===== src/rtl/sim_run_ctrl_if.sv =====
// Purpose : run-control bundle between sim_run_ctrl and the DUT/harness it sequences.
// Latency : n/a (wires only); all controller-driven members are registered at the source.
// Backpressure: none; dut_finish/dut_fail are levels sampled every clock, no handshake.
// Ports   : master = controller (samples dut_finish/dut_fail, drives dut_reset, cycle,
//           dump_en, done, pass, timeout); slave = DUT/harness side (the mirror image).
interface sim_run_ctrl_if;
    logic        dut_finish;
    logic        dut_fail;
    logic        dut_reset;
    logic [63:0] cycle;
    logic        dump_en;
    logic        done;
    logic        pass;
    logic        timeout;

    modport master (
        input  dut_finish,
        input  dut_fail,
        output dut_reset,
        output cycle,
        output dump_en,
        output done,
        output pass,
        output timeout
    );

    modport slave (
        output dut_finish,
        output dut_fail,
        input  dut_reset,
        input  cycle,
        input  dump_en,
        input  done,
        input  pass,
        input  timeout
    );
endinterface


===== src/rtl/sim_run_ctrl.sv =====
// Purpose : simulation run sequencer: holds the DUT in reset, counts run cycles, gates the
//           waveform-dump window and latches the final done/pass/timeout verdict.
// Latency : every output is a flop; input levels act on the next rising edge.
// Backpressure: none; dut_finish/dut_fail are level inputs, ignored in HOLD and DONE.
// Ports   : i_clk, i_rst_n (async active-low); run (sim_run_ctrl_if.master) carrying
//           dut_finish/dut_fail in and dut_reset, cycle[63:0], dump_en, done, pass, timeout out.
module sim_run_ctrl #(
    parameter int unsigned RESET_CYCLES = 5,
    parameter logic [63:0] MAX_CYCLES   = 64'd1000000,
    parameter int unsigned DRAIN_CYCLES = 4,
    parameter logic [63:0] DUMP_START   = 64'd0,
    parameter logic [63:0] DUMP_END     = 64'hFFFF_FFFF_FFFF_FFFF
) (
    input  logic           i_clk,
    input  logic           i_rst_n,
    sim_run_ctrl_if.master run
);

    localparam logic [1:0] S_HOLD  = 2'd0;
    localparam logic [1:0] S_RUN   = 2'd1;
    localparam logic [1:0] S_DRAIN = 2'd2;
    localparam logic [1:0] S_DONE  = 2'd3;

    localparam logic [15:0] HOLD_LAST  = 16'(RESET_CYCLES - 1);
    localparam logic [31:0] DRAIN_LAST = 32'(DRAIN_CYCLES - 1);
    localparam logic [63:0] MAX_LAST   = MAX_CYCLES - 64'd1;
    localparam logic        TIMEOUT_EN = (MAX_CYCLES != 64'd0);
    localparam logic        NO_DRAIN   = (DRAIN_CYCLES == 0);

    // Reset-release synchroniser; HOLD only starts counting once r_sync[1] is set.
    logic [1:0]  r_sync;
    logic [1:0]  r_state;
    logic [15:0] r_hold_cnt;
    logic [31:0] r_drain_cnt;
    logic        r_fail_seen;
    logic        r_fin_seen;
    logic        r_dut_reset;
    logic [63:0] r_cycle;
    logic        r_dump_en;
    logic        r_done;
    logic        r_pass;
    logic        r_timeout;

    logic [1:0]  w_state_nxt;
    logic [15:0] w_hold_nxt;
    logic [31:0] w_drain_nxt;
    logic        w_fail_nxt;
    logic        w_fin_nxt;
    logic        w_dut_reset_nxt;
    logic [63:0] w_cycle_nxt;
    logic        w_dump_nxt;
    logic        w_done_nxt;
    logic        w_pass_nxt;
    logic        w_timeout_nxt;
    logic        w_counting;
    logic        w_active_nxt;

    // Compared as non-negative signed values so a zero window bound is not a
    // constant-folded unsigned comparison.
    function automatic logic in_window(input logic [63:0] c);
        return ($signed({1'b0, c}) >= $signed({1'b0, DUMP_START})) &&
               ($signed({1'b0, c}) <  $signed({1'b0, DUMP_END}));
    endfunction

    // The cycle counter advances on every edge taken from RUN or DRAIN, including
    // the edge that leaves for DONE, so the frozen value is one past the last
    // cycle at which a decision was made.
    assign w_counting  = (r_state == S_RUN) || (r_state == S_DRAIN);
    assign w_cycle_nxt = w_counting ? (r_cycle + 64'd1) : r_cycle;

    always_comb begin
        w_state_nxt     = r_state;
        w_hold_nxt      = r_hold_cnt;
        w_drain_nxt     = r_drain_cnt;
        w_fail_nxt      = r_fail_seen;
        w_fin_nxt       = r_fin_seen;
        w_dut_reset_nxt = r_dut_reset;
        w_done_nxt      = r_done;
        w_pass_nxt      = r_pass;
        w_timeout_nxt   = r_timeout;

        case (r_state)
            S_HOLD: begin
                if (r_sync[1]) begin
                    if (r_hold_cnt == HOLD_LAST) begin
                        w_state_nxt     = S_RUN;
                        w_dut_reset_nxt = 1'b0;
                    end else begin
                        w_hold_nxt = r_hold_cnt + 16'd1;
                    end
                end
            end
            S_RUN: begin
                // fail outranks finish, both outrank the timeout
                if (run.dut_fail || run.dut_finish) begin
                    w_fail_nxt = run.dut_fail;
                    w_fin_nxt  = run.dut_finish;
                    if (NO_DRAIN) begin
                        w_state_nxt = S_DONE;
                        w_done_nxt  = 1'b1;
                        w_pass_nxt  = run.dut_finish && !run.dut_fail;
                    end else begin
                        w_state_nxt = S_DRAIN;
                        w_drain_nxt = 32'd0;
                    end
                end else if (TIMEOUT_EN && (r_cycle == MAX_LAST)) begin
                    w_state_nxt   = S_DONE;
                    w_done_nxt    = 1'b1;
                    w_timeout_nxt = 1'b1;
                    w_pass_nxt    = 1'b0;
                end
            end
            S_DRAIN: begin
                // a late failure still vetoes the pass; a late finish means nothing
                w_fail_nxt = r_fail_seen || run.dut_fail;
                if (r_drain_cnt == DRAIN_LAST) begin
                    w_state_nxt = S_DONE;
                    w_done_nxt  = 1'b1;
                    w_pass_nxt  = r_fin_seen && !w_fail_nxt;
                end else begin
                    w_drain_nxt = r_drain_cnt + 32'd1;
                end
            end
            default: begin
                // DONE is terminal until the controller reset
                w_state_nxt = S_DONE;
            end
        endcase
    end

    // dump_en is computed from the next state/cycle so the registered flag lines
    // up with the registered cycle value it describes.
    assign w_active_nxt = (w_state_nxt == S_RUN) || (w_state_nxt == S_DRAIN);
    assign w_dump_nxt   = w_active_nxt && in_window(w_cycle_nxt);

    always_ff @(posedge i_clk or negedge i_rst_n) begin
        if (!i_rst_n) begin
            r_sync      <= 2'b00;
            r_state     <= S_HOLD;
            r_hold_cnt  <= 16'd0;
            r_drain_cnt <= 32'd0;
            r_fail_seen <= 1'b0;
            r_fin_seen  <= 1'b0;
            r_dut_reset <= 1'b1;
            r_cycle     <= 64'd0;
            r_dump_en   <= 1'b0;
            r_done      <= 1'b0;
            r_pass      <= 1'b0;
            r_timeout   <= 1'b0;
        end else begin
            r_sync      <= {r_sync[0], 1'b1};
            r_state     <= w_state_nxt;
            r_hold_cnt  <= w_hold_nxt;
            r_drain_cnt <= w_drain_nxt;
            r_fail_seen <= w_fail_nxt;
            r_fin_seen  <= w_fin_nxt;
            r_dut_reset <= w_dut_reset_nxt;
            r_cycle     <= w_cycle_nxt;
            r_dump_en   <= w_dump_nxt;
            r_done      <= w_done_nxt;
            r_pass      <= w_pass_nxt;
            r_timeout   <= w_timeout_nxt;
        end
    end

    assign run.dut_reset = r_dut_reset;
    assign run.cycle     = r_cycle;
    assign run.dump_en   = r_dump_en;
    assign run.done      = r_done;
    assign run.pass      = r_pass;
    assign run.timeout   = r_timeout;

endmodule


===== src/flat_wrapper.sv =====
// flat-port wrapper written by rule: the top's interface ports become plain ports
module sim_run_ctrl_flat 
#(
    parameter int unsigned RESET_CYCLES = 5,
    parameter logic [63:0] MAX_CYCLES   = 64'd1000000,
    parameter int unsigned DRAIN_CYCLES = 4,
    parameter logic [63:0] DUMP_START   = 64'd0,
    parameter logic [63:0] DUMP_END     = 64'hFFFF_FFFF_FFFF_FFFF
)
  (i_clk, i_rst_n, run_dut_finish, run_dut_fail, run_dut_reset, run_cycle, run_dump_en, run_done, run_pass, run_timeout);
  sim_run_ctrl_if run_i ();
  input  logic i_clk;
  input  logic i_rst_n;
  input wire logic [$bits(run_i.dut_finish)-1:0] run_dut_finish;
  input wire logic [$bits(run_i.dut_fail)-1:0] run_dut_fail;
  output wire logic [$bits(run_i.dut_reset)-1:0] run_dut_reset;
  output wire logic [$bits(run_i.cycle)-1:0] run_cycle;
  output wire logic [$bits(run_i.dump_en)-1:0] run_dump_en;
  output wire logic [$bits(run_i.done)-1:0] run_done;
  output wire logic [$bits(run_i.pass)-1:0] run_pass;
  output wire logic [$bits(run_i.timeout)-1:0] run_timeout;
  assign run_i.dut_finish = run_dut_finish;
  assign run_i.dut_fail = run_dut_fail;
  assign run_dut_reset = run_i.dut_reset;
  assign run_cycle = run_i.cycle;
  assign run_dump_en = run_i.dump_en;
  assign run_done = run_i.done;
  assign run_pass = run_i.pass;
  assign run_timeout = run_i.timeout;
  sim_run_ctrl #(.RESET_CYCLES(RESET_CYCLES), .MAX_CYCLES(MAX_CYCLES), .DRAIN_CYCLES(DRAIN_CYCLES), .DUMP_START(DUMP_START), .DUMP_END(DUMP_END)) u_core (.i_clk(i_clk), .i_rst_n(i_rst_n), .run(run_i));
endmodule

===== config.mk =====
export PLATFORM = sky130hd
export DESIGN_NAME = sim_run_ctrl_flat
export DESIGN_NICKNAME = d
export VERILOG_FILES = /design/src/rtl/sim_run_ctrl_if.sv /design/src/rtl/sim_run_ctrl.sv /design/src/flat_wrapper.sv
export SDC_FILE = /design/constraint.sdc
export NUM_CORES = 1
export LEC_CHECK = 0
export CORE_MARGIN = 1
export CORE_UTILIZATION = 55
export DETAILED_ROUTE_END_ITERATION = 6
export GPL_TIMING_DRIVEN = 0
export HOLD_SLACK_MARGIN = 0.05
export PLACE_DENSITY_LB_ADDON = 0.05
export SYNTH_ARGS = -nofsm -noshare
export SYNTH_HDL_FRONTEND = slang
export SYNTH_SLANG_ARGS = --single-unit

===== constraint.sdc =====
create_clock -name i_clk -period 4.86 [get_ports i_clk]
set_clock_uncertainty 0.05 [all_clocks]
set_input_delay 0.729 -clock i_clk [delete_from_list [all_inputs] [get_ports i_clk]]
set_output_delay 0.729 -clock i_clk [all_outputs]
set_load 0.02 [all_outputs]

==> run_results.csv, run 1 <==
group,metric,value,unit
detailed_routing,drt-met1-wl,7520,microns
setup_path,critPathMaxStageDelay,0.55,ns
sta,fin_setup_tns,0,ns
die,die_area,0.0122,sq mm
sta,maxSlewViolCount,0,
logic_synthesis,synth_cells,670,
final_layout,drive_gt1_share,6.20,%
detailed_routing,dr_total_vias,5627,
cts,cts_root_buffer,"clkbuf_16",
setup_path,crit_buf_inv,2,
detailed_routing,wl_met3,876,microns
die,rows,39,
logic_synthesis,ys_seq_area_share,47.5,%
cts,clk_path_buf_depth,2,
die,pin_count,73,
detailed_routing,ant_nets,0,
detailed_routing,wl,17300,microns
logic_synthesis,yosys_warnings,0,
sta,setup_viol,0,
grt,grt_pass1_wl,28400,microns
die,die_x,111,microns
sta,fmax,265,MHz
cts,htree_levels,4,
logic_synthesis,synthDistinctLibCells,56,
logic_synthesis,syn_avg_cell_area,9.67,sq um
die,dieHeight,111,microns
logic_synthesis,synth_enable_flop_cells,0,
logic_synthesis,netlist_area,0.00648,sq mm
setup_path,path_class,"flip-flop to flip-flop",
grt,grt.total_usage,29.5,%
setup_path,cp-end-kind,"flip-flop",
final_layout,final_common_cell,"dfrtp_1",
sta,max_slew.worst_pin.slew,0.768,ns
final_layout,area_delta_synth_final,24.0,%
cts,postCtsHoldBufs,0,
logic_synthesis,ys_async_sr_fraction,100,%
place,place_congestion,0.922,
detailed_routing,first_pass_iters,7,
setup_path,cp-start-kind,"flip-flop",
setup_path,cpMostUsedCell,"nand4_1",
grt,grt_pass1_vias,5424,
detailed_routing,drc_errors,0,
place,portBuffers,72,
setup_path,crit_fanout,10,
final_layout,layout_common_cells,"dfrtp_1, clkdlybuf4s50_1, nand2_1, xnor2_1, nor2_1",
cts,path_clk_slew,0.05,ns
logic_synthesis,synth_ff_type,"dfrtp_1",
cts,cts_setup_buffers,0,
pwr,p_clk_share,56.2,%
setup_path,crit_arrival,4.03,ns
pwr,power.share.sequential,42.8,%
pwr,peakVddDrop,0.347,mV
final_layout,fin_nets,774,
pwr,p_comb_share,1.1,%
grt,grt_max_degree,63,
setup_path,cp_top_family,"simple AND/OR/NAND/NOR gates",
sta,period_needed,3.78,ns
logic_synthesis,ys_seq_elements,123,
sta,relSlewSlack,48.3,%
logic_synthesis,syn_nets,682,
place,hpwlAfterDp,12400,microns
setup_path,crit_slowest_cell,"or4b_1",
pwr,switching_share,20.4,%
detailed_routing,top_layer,"met4",
cts,clkSinkCount,123,
pwr,p_sw,489,uW
final_layout,insertedDiodeCount,0,
cts,cts_made_buffers,17,
sta,post-route-period-util,77.8,%
hold_path,hold_path.class,"input pin to async pin",
cts,cts_tree,"done",
die,start_util,56.5,%
pwr,p_int,1.91,mW
pwr,power.density,299,mW/mm^2
detailed_routing,post_drt_wl_per_cell,18.9,microns
flow_run,maxCapViolations,0,
detailed_routing,dr_wl_met2,8360,microns
cts,cts-resized-gates,0,
die,core-area,0.0115,sq mm
grt,grt_overflow,0,
cts,clock_latency,0.43,ns
pwr,p_leak,3.42,nW
setup_path,crit_required,5.11,ns
pwr,p_total,2.40,mW
run_status,run_status,"finished clean",
setup_path,cp_cell_sequence,"inv_1, ha_1, nand4_1, nor2_1, clkbuf_1, nand3_1, nor3_1, xnor2_1, nand4_1, or4b_1, o31a_1",
grt,antenna_found_initial,0,
detailed_routing,drt_iter0_drc,508,
sta,hold_violations,0,
detailed_routing,avgViaCountPerCell,6.14,
sta,rsz0062_at_grt,"false",
==> area by class of cell <==
class | count | area [sq um]
clock inverters | 11 | 169
clock buffers | 20 | 457
repair buffers | 73 | 749
plain buffers | 19 | 80.1
inverters | 14 | 52.6
well taps | 143 | 179
fillers | 876 | 3430
flip-flops and latches | 123 | 3080
multi-input cells | 514 | 3270
==> stage by stage <==
stage	cells	instance area, sq um	hold WS, ns	worst slack [ns]	util, %
2_1_floorplan	670	6480	0.281	1.85	-
3_3_place_gp	885	7380	0.283	-1.69	64.3
3_5_place_dp	886	7410	0.292	1.11	64.6
4_1_cts	917	8030	0.248	1.11	70.0
5_1_grt	917	8030	0.279	0.922	70.0
6_report	917	8030	0.228	1.08	70.0
==> Yosys cell counts, drive strengths merged, types with 13 or more instances <==
master,instances,share of area (%)
dfrtp,122,47
nand2,66,3.8
xnor2,58,8.0
nor2,56,3.2
nand3,53,4.2
nand4,51,5.0
xor2,45,6.1
nor4,33,3.3
and3,26,2.5
nor3,17,1.3
o21ai,15,1.2
and4,14,1.9
inv,14,0.81
clkbuf,13,0.75
==> sequential cells by signal, summed over array words and instances (netlist names) <==
signal                count
u_core.run.timeout        1
u_core.r_drain_cnt       32
u_core.r_hold_cnt        16
u_core.run.done           1
u_core.r_fail_seen        1
u_core.r_sync             2
u_core.run.cycle         64
u_core.r_state            2
u_core.run.dump_en        1
u_core.run.dut_reset      1
u_core.run.pass           1
u_core.r_fin_seen         1
==> cells by family (layout without fill, tap and decap cells) <==
family          after synthesis  in the layout  share of synthesized area (%)
simple gates                355            355                           30.0
flops                       123            123                           47.5
xor+xnor                    103            103                           14.0
compound gates               44             44                           4.27
buf+inv                      33            137                           2.05
fa+ha+maj                     8              8                           1.55
mux                           3              3                          0.483
other cells                   1              1                         0.0579
==> final timing paths <==
| kind | start | to | slack (ns) | cells after the start |
|---|---|---|---|---|
| worst max register to register | u_core.r_state[1] | u_core.run.dump_en | 1.08 | 11 |
| worst min register to register | u_core.r_sync[0] | u_core.r_sync[1] | 0.30 | 0 |
| worst max-delay path | u_core.r_state[1] | u_core.run.dump_en | 1.08 | 11 |
| min in group i_clk | u_core.r_sync[0] | u_core.r_sync[1] | 0.30 | 0 |
| max in group asynchronous | i_rst_n | u_core.run.cycle[36] | 3.82 | 2 |
| worst min-delay path | i_rst_n | u_core.r_drain_cnt[24] | 0.23 | 1 |
==> per-layer routing <==
| metal | vias to the layer above | global-route usage (%) |
|---|---|---|
| li1 | 2599 | - |
| met1 | 2749 | 38.9 |
| met2 | 235 | 46.1 |
| met3 | 44 | 7.30 |
| met4 | 0 | 13.1 |
| met5 | - | 0 |
==> power groups by stage <==
stage / registers, mW / clock network (mW) / logic [mW]
CTS: 1.03 / 1.36 / 0.0269
global route: 1.03 / 1.40 / 0.0304
finish: 1.03 / 1.35 / 0.0255
global placement: 1.04 / 0 / 0.0237
detailed placement: 1.04 / 0 / 0.0270
floorplan: 1.04 / 0 / 0.000325
Note: power is estimated with default switching activity, not from simulation.
==> run 2, diff against run 1 <==
--- a/config.mk
+++ b/config.mk
@@ -6,7 +6,7 @@
 export NUM_CORES = 1
 export LEC_CHECK = 0
 export CORE_MARGIN = 1
-export CORE_UTILIZATION = 55
+export CORE_UTILIZATION = 51
 export DETAILED_ROUTE_END_ITERATION = 6
 export GPL_TIMING_DRIVEN = 0
 export HOLD_SLACK_MARGIN = 0.05
==> constraint.sdc (replaced) <==
create_clock -name i_clk -period 3.25 [get_ports i_clk]
set_clock_uncertainty 0.05 [all_clocks]
set_input_delay 0.4875 -clock i_clk [delete_from_list [all_inputs] [get_ports i_clk]]
set_output_delay 0.4875 -clock i_clk [all_outputs]
set_load 0.02 [all_outputs]
==> run_results.csv, run 2 (synthesized netlist as in run 1, its figures left out) <==
group,metric,value,unit
run_status,run_status,"finished clean",
sta,whs,0.306,ns
cts,clk_path_buf_depth,2,
pwr,p_clk_share,56.9,%
setup_path,crit_fanout,7,
sta,maxSlewViolCount,0,
flow_run,maxCapViolations,0,
die,die_area,0.0132,sq mm
cts,cts_made_buffers,17,
final_layout,insertedDiodeCount,0,
pwr,p_comb_share,1.1,%
place,portBuffers,72,
grt,antenna_found_initial,0,
hold_path,hp-start,"u_core.r_sync[0]",
grt,grt_overflow,0,
die,dieHeight,115,microns
cts,clkSinkCount,123,
setup_path,rr_startpoint,"u_core.run.cycle[24]",
sta,post-route-period-util,97.1,%
pwr,power.density,439,mW/mm^2
pwr,p_sw,678,uW
detailed_routing,drc_errors,0,
setup_path,crit_arrival,3.40,ns
detailed_routing,wl,17000,microns
final_layout,fin_nets,778,
place,hpwlAfterDp,12200,microns
place,place_congestion,0.894,
setup_path,cp-end-kind,"flip-flop",
sta,setup_viol,0,
final_layout,final_common_cell,"dfrtp_1",
sta,hold_violations,0,
cts,cts_root_buffer,"clkbuf_16",
die,start_util,53.1,%
grt,grt_pass1_vias,5504,
die,rows,40,
hold_path,hold_path_end,"u_core.r_sync[1]",
sta,max_slew.worst_pin.slew,0.628,ns
setup_path,rr_worst_depth,9,
setup_path,r2r_end,"u_core.run.dump_en",
final_layout,drive_gt1_share,11.6,%
grt,grt_pass1_wl,28000,microns
detailed_routing,drt_iter0_drc,491,
pwr,power.share.sequential,42.0,%
setup_path,cp-start-kind,"flip-flop",
final_layout,area_delta_synth_final,28.4,%
cts,clock_latency,0.42,ns
cts,htree_levels,4,
die,pin_count,73,
pwr,switching_share,18.5,%
setup_path,path_class,"flip-flop to flip-flop",
hold_path,hold_depth,0,
hold_path,hold_path.class,"flip-flop to flip-flop",
pwr,p_int,2.98,mW
detailed_routing,dr_total_vias,5597,
die,die_x,115,microns
sta,period_needed,3.16,ns
final_layout,layout_common_cells,"dfrtp_1, clkdlybuf4s50_1, nand2_1, xnor2_1, nor2_1",
sta,relSlewSlack,57.8,%
grt,grt_max_degree,65,
setup_path,rrSetupSlack,0.09,ns
sta,fin_setup_tns,0,ns
detailed_routing,post_drt_wl_per_cell,18.0,microns
sta,fmax,317,MHz
final_layout,largest_reg_flops,64,
detailed_routing,first_pass_iters,5,
pwr,peakVddDrop,0.398,mV
cts,cts_tree,"done",
detailed_routing,ant_nets,0,
cts,path_clk_slew,0.05,ns
grt,grt.total_usage,28.1,%
die,core-area,0.0122,sq mm
detailed_routing,avgViaCountPerCell,5.92,
setup_path,crit_required,3.49,ns
pwr,p_leak,3.51,nW
## run 2: cell types whose count changed in the layout (fill, tap and decap cells not counted), moves of 6 or more
cell      change
buf_4        +11
dfrtp_1      -11
dfrtp_2      +11
clkbuf_1      -6
## run 2: per-layer routing
layer	GRT usage, %	up-vias	share of wire (%)
met1	36.4	2756	44
met4	11.4	0	2.2
li1	-	2611	-
met5	0	-	0
met2	44.5	194	48
met3	7.89	36	5.9
## run 2: layout make-up
class	count	area, sq um
multi-input combinational	514	3410
tap	168	210
clock buffer	24	492
fill	983	3890
sequential	123	3090
buffer	13	71.3
inverter	14	52.6
clock inverter	7	160
timing repair buffer	83	827
## run 2: per-stage QoR
step           cells  area [sq um]  util, %  total power [mW]  worst slack [ns]
2_1_floorplan    670          6480        -              1.56             0.238
3_3_place_gp     910          7410     60.7              1.60             -3.07
3_5_place_dp     911          7440     60.9              1.60            -0.462
4_1_cts          941          8160     66.8              3.69           0.00197
5_1_grt          946          8320     68.1              3.76           -0.0203
6_report         946          8320     68.1              3.66            0.0947
## run 2: how the worst max path moves through the flow
stage	from	endpoint	slack [ns]	cells past startpoint
CTS	u_core.r_state[1]	u_core.run.dump_en	0.002	12
global route	u_core.run.cycle[24]	u_core.run.dump_en	-0.02	9
finish	u_core.run.cycle[24]	u_core.run.dump_en	0.09	9
detailed placement	u_core.r_state[1]	u_core.run.dump_en	-0.46	11
global placement	i_rst_n	u_core.run.cycle[41]	-3.07	1
floorplan	u_core.run.cycle[0]	u_core.run.dump_en	0.24	12
## run 2: what timing repair did
action	4_1_cts	5_1_grt
endpoints found under the hold margin	58	0
endpoints found under the setup margin	1	10
gates resized for setup	14	35
hold buffers	1	0
buffers inserted	1	8
pin swaps	1	4
## run 2: power by group through the flow
stage	combinational [mW]	clock, mW	sequential [mW]
6_report	0.0391	2.08	1.54
5_1_grt	0.0463	2.18	1.53
4_1_cts	0.0415	2.11	1.54
3_5_place_dp	0.0407	0	1.56
3_3_place_gp	0.0354	0	1.56
2_1_floorplan	0.000486	0	1.56
## run 2: worst max-delay path: stages, from the launching register on
cell     delay (ns)
dfrtp_1        0.49
nand3_4        0.16
or4_4          0.55
nor4b_4        0.29
buf_4          0.18
nand4_1        0.16
xnor2_2        0.19
nand3_1        0.09
or4b_4         0.56
o31a_1         0.31
